--- config.mk ---
export PLATFORM = sky130hd
export DESIGN_NAME = hsst_sig_sync_filt_v1_1
export DESIGN_NICKNAME = d
export VERILOG_FILES = /design/src/rtl/hsst_sig_sync_filt_v1_1.sv
export SDC_FILE = /design/constraint.sdc
export NUM_CORES = 1
export LEC_CHECK = 0
export ABC_CLOCK_PERIOD_IN_PS = 1100
export CORE_UTILIZATION = 40
export DETAILED_ROUTE_END_ITERATION = 6
export PLACE_DENSITY = 0.69
export SLEW_MARGIN = 20
export SYNTH_ARGS = -nofsm -noshare
export SYNTH_HDL_FRONTEND = slang
export SYNTH_SLANG_ARGS = --single-unit
--- constraint.sdc ---
create_clock -name clk -period 1.1 [get_ports clk]
set_input_delay 0.33 -clock clk [delete_from_list [all_inputs] [get_ports clk]]
set_output_delay 0.33 -clock clk [all_outputs]
set_load 0.01 [all_outputs]
--- src/rtl/hsst_sig_sync_filt_v1_1.sv ---
// hsst_sig_sync_filt_v1_1: multi-channel synchroniser with optional stability filter and
// registered rise/fall pulses. The filter is built only when HSST_SYNC_FILT_EN is defined.
`default_nettype none

module hsst_sig_sync_filt_v1_1 #(
   parameter int               WIDTH    = 4,
   parameter int               STAGES   = 2,
   parameter int               FILT_CNT = 8,
   parameter logic [WIDTH-1:0] RST_VAL  = {WIDTH{1'b0}}
) (
   input  logic             clk,
   input  logic             rst,
   input  logic [WIDTH-1:0] sig_async,
   output logic [WIDTH-1:0] sig_synced,
   output logic [WIDTH-1:0] sig_rise,
   output logic [WIDTH-1:0] sig_fall,
   output logic             sig_any_chg
);

   logic [WIDTH-1:0] s_last;
   logic [WIDTH-1:0] upd;
   logic             any_q;

   // FILT_CNT only shapes the counter; referenced here so every build elaborates it.
   if (FILT_CNT < 1 || FILT_CNT > 255) begin : g_filt_cnt_range
   end

   for (genvar i = 0; i < WIDTH; i++) begin : g_chan
      logic [STAGES-1:0] sreg;
      logic              synced_q;
      logic              rise_q;
      logic              fall_q;

      always_ff @(posedge clk or posedge rst) begin
         if (rst) sreg <= {STAGES{RST_VAL[i]}};
         else     sreg <= {sreg[STAGES-2:0], sig_async[i]};
      end

      assign s_last[i] = sreg[STAGES-1];

`ifdef HSST_SYNC_FILT_EN
      localparam int            CW       = $clog2(FILT_CNT + 1);
      localparam logic [CW-1:0] CNT_LAST = CW'(FILT_CNT - 1);
      logic [CW-1:0]            cnt;

      assign upd[i] = (s_last[i] != synced_q) && (cnt == CNT_LAST);

      // Any return to the accepted level restarts the stability window.
      always_ff @(posedge clk or posedge rst) begin
         if (rst)                                     cnt <= '0;
         else if ((s_last[i] == synced_q) || upd[i])  cnt <= '0;
         else                                         cnt <= cnt + 1'b1;
      end
`else
      assign upd[i] = (s_last[i] != synced_q);
`endif

      always_ff @(posedge clk or posedge rst) begin
         if (rst) begin
            synced_q <= RST_VAL[i];
            rise_q   <= 1'b0;
            fall_q   <= 1'b0;
         end else begin
            if (upd[i]) synced_q <= s_last[i];
            rise_q <= upd[i] &  s_last[i];
            fall_q <= upd[i] & ~s_last[i];
         end
      end

      assign sig_synced[i] = synced_q;
      assign sig_rise[i]   = rise_q;
      assign sig_fall[i]   = fall_q;
   end

   always_ff @(posedge clk or posedge rst) begin
      if (rst) any_q <= 1'b0;
      else     any_q <= |upd;
   end

   assign sig_any_chg = any_q;

endmodule

`default_nettype wire

==> metrics.txt <==
clock insertion delay at the later pin of the skew report 0.29 ns; flops & latches, synth 21; setup violators final 17; HP Class in -> async; TritonCTS Buffers 3; Initial Util 44.8%; required time of the critical path 1.29 ns; io pins 19; dpl hpwl 755 um; CP startpoint g_chan[2].synced_q; drt initial violations 0; slowest stage delay, CP 0.41 ns; Vias 440; post-synthesis sequential area ratio 64.4%; top cells by area, synth dfrtp_1 (64%), ha_1 (12%), buf_4 (11%); termination of the worst setup path g_chan[2].synced_q; Critical Path End Type flop; endpoints failing hold 0; Mapped Area 816 um2; Critical Path, Cell by Cell buf_6 -> ha_4 -> mux2_4; gpl congestion 0.667; PwrDens 2370 nW/um2; R2R Path Start g_chan[2].synced_q; die footprint 2220 um2; Post-Syn Area per Cell 14.8 um2; startpoint types flop; setup TNS -0.873 ns; min cycle time layout 1.20 ns; area grow syn2layout 39.0%; worst reg2reg setup slack -0.1 ns; post-synth cell types 6; Worst EP arrival 1.39 ns; hold_buf cts 0; share of cells above drive strength 1 52.9%; critical path class reg -> reg; WL final 1120 um; CTS tree built; Synth warnings 0; RR Endpoint g_chan[2].synced_q; Tcrit/Tclk final 109%; Clock Path Buffers 2; Worst Clk Skew 0.00325 ns; post-layout util 62.3%; Overflow after GRT 0; cell type with the highest aggregate area in the netlist dfrtp_1; final-report max-slew violation count 0; FP Rows 15; Nets 100; violated checks negative setup slack; Worst VDD drop 1300 uV; Clock transition at path regs 0.11 ns; chip height 47.2 um; H-tree levels 1; FMAX 0.835 GHz; vias per cell 4.00; run status complete, but fails checks; core area 1820 um2; Clock Sink Count 21; setup slack at placement -0.149 ns; post-synthesis net count 69; RSZ-0062 raised after global routing true; Worst R2R Path Depth 3; Crit-path slowest cell dfrtp_1; ANT cells 0; WHS 0.332 ns; crit path max fanout 2; residual DRC count 0; Synth top area share 64.4%; total global-route track usage 11.9%; DIE WIDTH 47.2 um; port bufs 18; Root Driver clkbuf_4; initial antenna violation count 0; total iterations of the first detailed-routing run 1; largest net degree at the start of global routing 22; Max transition margin 92.2%; wire length per cell 10.2 um; Setup WS post-layout -0.0980 ns; Antenna Violating Nets Remaining 0; Pleak 0.597 nW; Tot Pwr 0.00269 W; first-pass GRT wire length 1650 um; Gate Count Post-Synth 55; Worst Max-Slew Pin Slew 0.118 ns; vias in the first global route 416; max-capacitance violation count 0
==> registers in the layout (all words and copies together) (netlist names) <==
| signal | count |
|---|---|
| g_chan.sreg | 8 |
| g_chan.rise_q | 4 |
| g_chan.fall_q | 4 |
| sig_any_chg | 1 |
| g_chan.synced_q | 4 |
==> repair_timing <==
action                                 in CTS  in global routing
endpoints found under the hold margin       0                  0
gates cloned                                0                  0
resized for setup                          60                  1
setup endpoints to repair                  17                 18
pin swaps                                   5                  1
buffers inserted                            7                  2
==> worst max-delay path, delay by kind of cell (launching register included) <==
family / cells / cell delay (ns)
adder cells (fa/ha/maj): 1 / 0.26
buffers and inverters: 1 / 0.13
flip-flops: 1 / 0.41
multiplexers: 1 / 0.29
==> per-layer routing <==
| metal | wire length, um | track usage (%) | part of all wire, % |
|---|---|---|---|
| met4 | 8 | 10.3 | 0.71 |
| met5 | 0 | 0 | 0 |
| met2 | 582 | 20.6 | 52 |
| met3 | 91 | 3.08 | 8.1 |
| met1 | 437 | 11.9 | 39 |
==> how the worst min path moves through the flow <==
stage                   endpoint  slack (ns)
6_report       g_chan[2].sreg[1]        0.33
5_1_grt        g_chan[0].sreg[0]        0.34
4_1_cts        g_chan[2].sreg[0]        0.32
3_5_place_dp   g_chan[0].sreg[1]        0.34
3_3_place_gp   g_chan[1].sreg[1]        0.33
2_1_floorplan   g_chan[0].fall_q        0.31
==> per-stage QoR <==
step / area (um2) / cells
floorplan: 816 / 55
global placement: 1030 / 97
detailed placement: 1030 / 97
CTS: 1110 / 108
global route: 1130 / 110
finish: 1130 / 110
==> kinds of logic (layout without fill, tap and decap cells) <==
family / count (synthesis) / in the layout / synth area share [%]
AND/OR/NAND/NOR: 1 / 1 / 0.767
multiplexers: 4 / 4 / 7.36
flip-flops: 21 / 21 / 64.4
adder cells (fa/ha/maj): 8 / 8 / 12.3
buffers and inverters: 21 / 51 / 15.2
==> synth_stat cells <==
cell / number
dfrtp_1: 21
buf_4: 12
inv_1: 9
ha_1: 8
mux2_4: 4
nand4_1: 1
==> report_power, final <==
part	internal [W]	leakage, nW	switching (W)	total [W]
Sequential	0.000952	0.252	0.0000789	0.00103
Combinational	0.000836	0.328	0.000467	0.00130
Clock	0.000135	0.0177	0.000217	0.000352
Total	0.00192	0.597	0.000763	0.00269
==> cell usage in the layout, fill, tap and decap left out, drive strengths merged <==
master | synthesis | routed
buf | 12 | 33
clkbuf | 0 | 3
clkdlybuf4s50 | 0 | 5
clkinv | 0 | 1
dfrtp | 21 | 21
ha | 8 | 8
inv | 9 | 9
mux2 | 4 | 4
nand4 | 1 | 1
==> layout make-up <==
cell class,instances,area (um2)
Inverter,9,33.8
Clock inverter,1,5.00
Tap cell,25,31.3
Multi-Input combinational cell,13,216
Clock buffer,3,22.5
Fill cell,155,687
Sequential cell,21,526
Timing Repair Buffer,38,299
No activity file was read; power rests on OpenSTA's default activity.
==> variant 1: new RTL, same settings <==
`STAGES`: 2 -> 4.
--- a/src/rtl/hsst_sig_sync_filt_v1_1.sv
+++ b/src/rtl/hsst_sig_sync_filt_v1_1.sv
@@ -4,7 +4,7 @@
 
 module hsst_sig_sync_filt_v1_1 #(
    parameter int               WIDTH    = 4,
-   parameter int               STAGES   = 2,
+   parameter int               STAGES   = 4,
    parameter int               FILT_CNT = 8,
    parameter logic [WIDTH-1:0] RST_VAL  = {WIDTH{1'b0}}
 ) (
Formal check against the unedited RTL: not equivalent (a bounded check fails within 4 cycles, from zero or initial values and one cycle with rst high).
==> variant 1 against the original RTL <==
The flow still finishes with violations (setup timing); setup slack better by 0.0057 ns; sequential cell count up 8; design area up 19%; area after synthesis up 25%; synthesized cell count up 15%; global-route usage up 0.84 points; power up 20%; wire length up 19%; critical path type unchanged.
==> variant 1: results (changes against the original RTL) <==
| Metric | Value |
|---|---|
| Setup ws final | -0.0923 ns (was -0.0980 ns) |
| Met3 wire length | 102 µm (was 91 µm) |
| Met1 Use GR | 0.124 (was 0.119) |
| Final WL | 1330 µm (was 1120 µm) |
| Status | finished, violations left (unchanged) |
| Leakage power | 0.692 nW (was 0.597 nW) |
| EDFF count, synth | 0 (unchanged) |
| Seq/Total Area, Yosys | 0.714 (was 0.644) |
| Syn_nets | 77 (was 69) |
| Pre-CTS setup slack | -0.149 ns (about the same) |
| Count of distinct cell types in the synthesized netlist | 6 (unchanged) |
| Post-synth top cells | dfrtp_1 (29), buf_4 (12), inv_1 (9), ha_1 (8), mux2_4 (4) (was dfrtp_1 (21), buf_4 (12), inv_1 (9), ha_1 (8), mux2_4 (4)) |
| Layout cells sized above 1 | 0.473 (was 0.529) |
| # H-tree levels | 2 (was 1) |
| Clk_lat worst skew | 0.31 ns (was 0.29 ns) |
| Starting DRC count in detailed routing | 2 (was 0) |
| GP Congestion | 0.620 (was 0.667) |
| Clock transition at path regs | 0.08 ns (was 0.11 ns) |
| DR top layer | met3 (was met4) |
| Wire length on met1 | 535 µm (was 437 µm) |
| CTS buffer count | 5 (was 3) |
| Final setup viols | 17 (unchanged) |
| Drt first pass iters | 2 (was 1) |
| Top cell type's share of synthesized area | 0.714 (was 0.644) |
| Max transition margin | 0.899 (was 0.922) |
| Worst setup startpoint | g_chan[1].synced_q (was g_chan[2].synced_q) |
| Largest net degree at the start of global routing | 30 (was 22) |
| Overall Global Routing Usage | 0.128 (was 0.119) |
| Slowest cell delay on critical path | 0.39 ns (was 0.41 ns) |
| M2 GR Usage | 0.203 (was 0.206) |
| GRT met3 Usage | 0.0870 (was 0.0308) |
| Maximum vdd drop | 1.22 mV (was 1.30 mV) |
| WL met2 | 693 µm (was 582 µm) |
| Skew final | 0.00254 ns (was 0.00325 ns) |
| Vias per inst | 4.16 (was 4.00) |
| Setup TNS | -0.922 ns (was -0.873 ns) |
| Vias | 503 (was 440) |
| Post-DP HPWL | 785 µm (was 755 µm) |
| Violated checks | setup timing (unchanged) |
| Largest register FFs | 16 (was 8) |
| Layout net count | 107 (was 100) |
| CP endpoint | g_chan[1].synced_q (was g_chan[2].synced_q) |
| Avg Cell Area, Syn | 16.1 µm² (was 14.8 µm²) |
-- variant 1: layout make-up --
cell class / instances / area, µm²
Clock buffer: 7 / 55.1
Timing Repair Buffer: 35 / 284
Multi-Input combinational cell: 13 / 216
Fill cell: 185 / 947
Tap cell: 28 / 35.0
Inverter: 9 / 33.8
Sequential cell: 29 / 726
-- variant 1: how the worst min path moves through the flow --
stage / from / to / slack, ns
2_1_floorplan: g_chan[0].sreg[0] / g_chan[0].sreg[1] / 0.33
3_3_place_gp: g_chan[2].sreg[2] / g_chan[2].sreg[3] / 0.33
3_5_place_dp: g_chan[2].sreg[0] / g_chan[2].sreg[1] / 0.33
4_1_cts: rst / g_chan[0].sreg[0] / 0.34
5_1_grt: rst / g_chan[3].sreg[2] / 0.36
6_report: rst / g_chan[2].sreg[0] / 0.34
-- variant 1: cell families (layout without fill, tap and decap cells) --
logic type	after synthesis	count (layout)	synth area share
DFF	29	29	0.714
muxes	4	4	0.0591
buffers and inverters	21	51	0.122
and+or+nand+nor	1	1	0.00616
adders and majority gates	8	8	0.0985
-- variant 1: power breakdown --
| group | switching, W | internal, W |
|---|---|---|
| Clock | 0.000313 | 0.000301 |
| Combinational | 0.000483 | 0.000795 |
| Sequential | 0.0000799 | 0.00126 |
| Total | 0.000875 | 0.00236 |
-- variant 1: stage by stage --
| step | instance area, µm² | hold slack [ns] |
|---|---|---|
| floorplan | 1020 | 0.331 |
| global placement | 1230 | 0.333 |
| detailed placement | 1230 | 0.335 |
| CTS | 1340 | 0.339 |
| global route | 1350 | 0.356 |
| finish | 1350 | 0.344 |
-- variant 1: timing repair --
| action | 4_1_cts | 5_1_grt |
|---|---|---|
| setup endpoints to repair | 17 | 18 |
| resized for setup | 60 | 3 |
| pin swaps | 4 | 1 |
| buffers inserted | 8 | 0 |
==> variant 2: new RTL, config.mk and constraints unchanged <==
Without the edit above. The output `sig_any_chg` loses its register stage (`any_q` becomes a continuous assignment).
--- a/src/rtl/hsst_sig_sync_filt_v1_1.sv
+++ b/src/rtl/hsst_sig_sync_filt_v1_1.sv
@@ -72,10 +72,7 @@
       assign sig_fall[i]   = fall_q;
    end
 
-   always_ff @(posedge clk or posedge rst) begin
-      if (rst) any_q <= 1'b0;
-      else     any_q <= |upd;
-   end
+   assign any_q = |upd;
 
    assign sig_any_chg = any_q;
 
Check against the original RTL: not equivalent (Yosys sat finds a counterexample within 4 cycles, from zero or initial values and one cycle with rst high).
==> variant 2 against the original RTL <==
The run still ends with setup timing left; largest cell class unchanged; highest routed layer unchanged; non-clock buffer count stayed put; power is 2.0% higher; sequential cell count is 1 lower; clock skew hardly changed; design area is 0.11% higher; setup slack worse by 0.36 ns; critical path depth stayed put; wire length is 3.6% lower; area after synthesis is 3.1% lower; core utilization is 1.4 points higher.
==> variant 2: results (changes against the original RTL) <==
| Metric | Value |
|---|---|
| Met3 wire length | 55 µm (was 91 µm) |
| Setup ws final | -0.457 ns (was -0.0980 ns) |
| Layout net count | 99 (was 100) |
| IO buf count | 18 (unchanged) |
| GRT met3 Usage | 0.0353 (was 0.0308) |
| Vias per inst | 4.01 (was 4.00) |
| Wire length on met1 | 490 µm (was 437 µm) |
| Largest net degree at the start of global routing | 21 (was 22) |
| Dpl cells | 98 (was 97) |
| Vias in the first global route | 420 (was 416) |
| Seq/Total Area, Yosys | 0.633 (was 0.644) |
| Avg Cell Area, Syn | 14.6 µm² (was 14.8 µm²) |
| Leakage power | 0.593 nW (was 0.597 nW) |
| Final non-filler cell total | 109 (was 110) |
| Synth area leaders | dfrtp_1 (63%), ha_1 (13%), buf_4 (11%), mux2_4 (7.6%), inv_1 (4.3%) (was dfrtp_1 (64%), ha_1 (12%), buf_4 (11%), mux2_4 (7.4%), inv_1 (4.1%)) |
| CTS root buf | clkbuf_4 (unchanged) |
| Maximum vdd drop | 1.15 mV (was 1.30 mV) |
| Antenna cells | 0 (unchanged) |
| Fill cells | 138 (was 155) |
| CTS max path bufs | 2 (unchanged) |
| Syn_nets | 68 (was 69) |
| Status | finished, violations left (unchanged) |
| Worst setup startpoint | g_chan[2].synced_q (unchanged) |
| Slowest-stage cell, CP | dfrtp_1 (unchanged) |
| M2 GR Usage | 0.186 (was 0.206) |
| GP Congestion | 0.685 (was 0.667) |
| Crit path DAT | 1.23 ns (was 1.39 ns) |
| Starting DRC count in detailed routing | 0 (unchanged) |
| Antenna violations before repair | 0 (unchanged) |
| Post-synth top cells | dfrtp_1 (20), buf_4 (12), inv_1 (9), ha_1 (8), mux2_4 (4) (was dfrtp_1 (21), buf_4 (12), inv_1 (9), ha_1 (8), mux2_4 (4)) |
| Final WL | 1080 µm (was 1120 µm) |
| Count of distinct cell types in the synthesized netlist | 6 (unchanged) |
| Top_reg_cell synth | dfrtp_1 (unchanged) |
| Synth warnings | 0 (unchanged) |
| Max transition margin | 0.908 (was 0.922) |
| Overall Global Routing Usage | 0.123 (was 0.119) |
| Violated checks | setup timing (unchanged) |
| WL met2 | 495 µm (was 582 µm) |
| Skew final | 0.00303 ns (was 0.00325 ns) |
| Setup Fix Bufs, Post-CTS | 6 (was 7) |
| Worst Hold Class | in -> async (unchanged) |
| First-pass GRT wire length | 1680 µm (was 1650 µm) |
| Worst reg2reg path startpoint | g_chan[1].sreg[1] (was g_chan[2].synced_q) |
| CTS resizes | 63 (was 60) |
| Setup TNS | -2.54 ns (was -0.873 ns) |
| Layout cells sized above 1 | 0.583 (was 0.529) |
| Final setup viols | 17 (unchanged) |
| Post-DP HPWL | 733 µm (was 755 µm) |
| Met1 Use GR | 0.132 (was 0.119) |
variant 2: changes by cell type after synthesis:
cell     change
dfrtp_1      -1
variant 2: final timing paths:
kind | endpoint | slack (ns) | cells after the start
min reg2reg | g_chan[3].sreg[1] | 0.36 | 0
max reg2reg | g_chan[1].synced_q | -0.20 | 5
max | sig_any_chg | -0.46 | 3
min in group clk | g_chan[3].sreg[1] | 0.36 | 0
min | g_chan[3].sreg[0] | 0.33 | 3
max in group asynchronous | g_chan[1].rise_q | 0.64 | 3
variant 2: kinds of logic (layout without fill, tap and decap cells):
family                     after synthesis  count (layout)  share of synthesized area
adders and majority gates                8               8                      0.127
DFF                                     20              20                      0.633
muxes                                    4               4                     0.0760
and+or+nand+nor                          1               1                    0.00792
buffers and inverters                   21              51                      0.157
variant 2: tightest hold or removal path, stage by stage:
cell and delay (ns):
clkdlybuf4s50_1 0.40, inv_1 0.09, buf_12 0.16
variant 2: metrics by stage:
step                      worst slack [ns]  instance area, µm²  power (W)
after floorplan                    -0.0585                 828    0.00169
after global placement              -0.511                1060    0.00213
after detailed placement            -0.529                1060    0.00215
final                               -0.457                1130    0.00274
after CTS                           -0.475                1100    0.00269
after global routing                -0.530                1130    0.00292
variant 2: area by class of cell:
type	count	area share
Tap cell	25	0.0276
Inverter	9	0.0298
Timing Repair Buffer	38	0.279
Multi-Input combinational cell	13	0.191
Sequential cell	20	0.441
Clock buffer	4	0.0320
variant 2: power by group:
| part | leakage [nW] | internal [W] | switching, W |
|---|---|---|---|
| Combinational | 0.329 | 0.000857 | 0.000465 |
| Clock | 0.0210 | 0.000202 | 0.000211 |
| Sequential | 0.243 | 0.000905 | 0.0000982 |
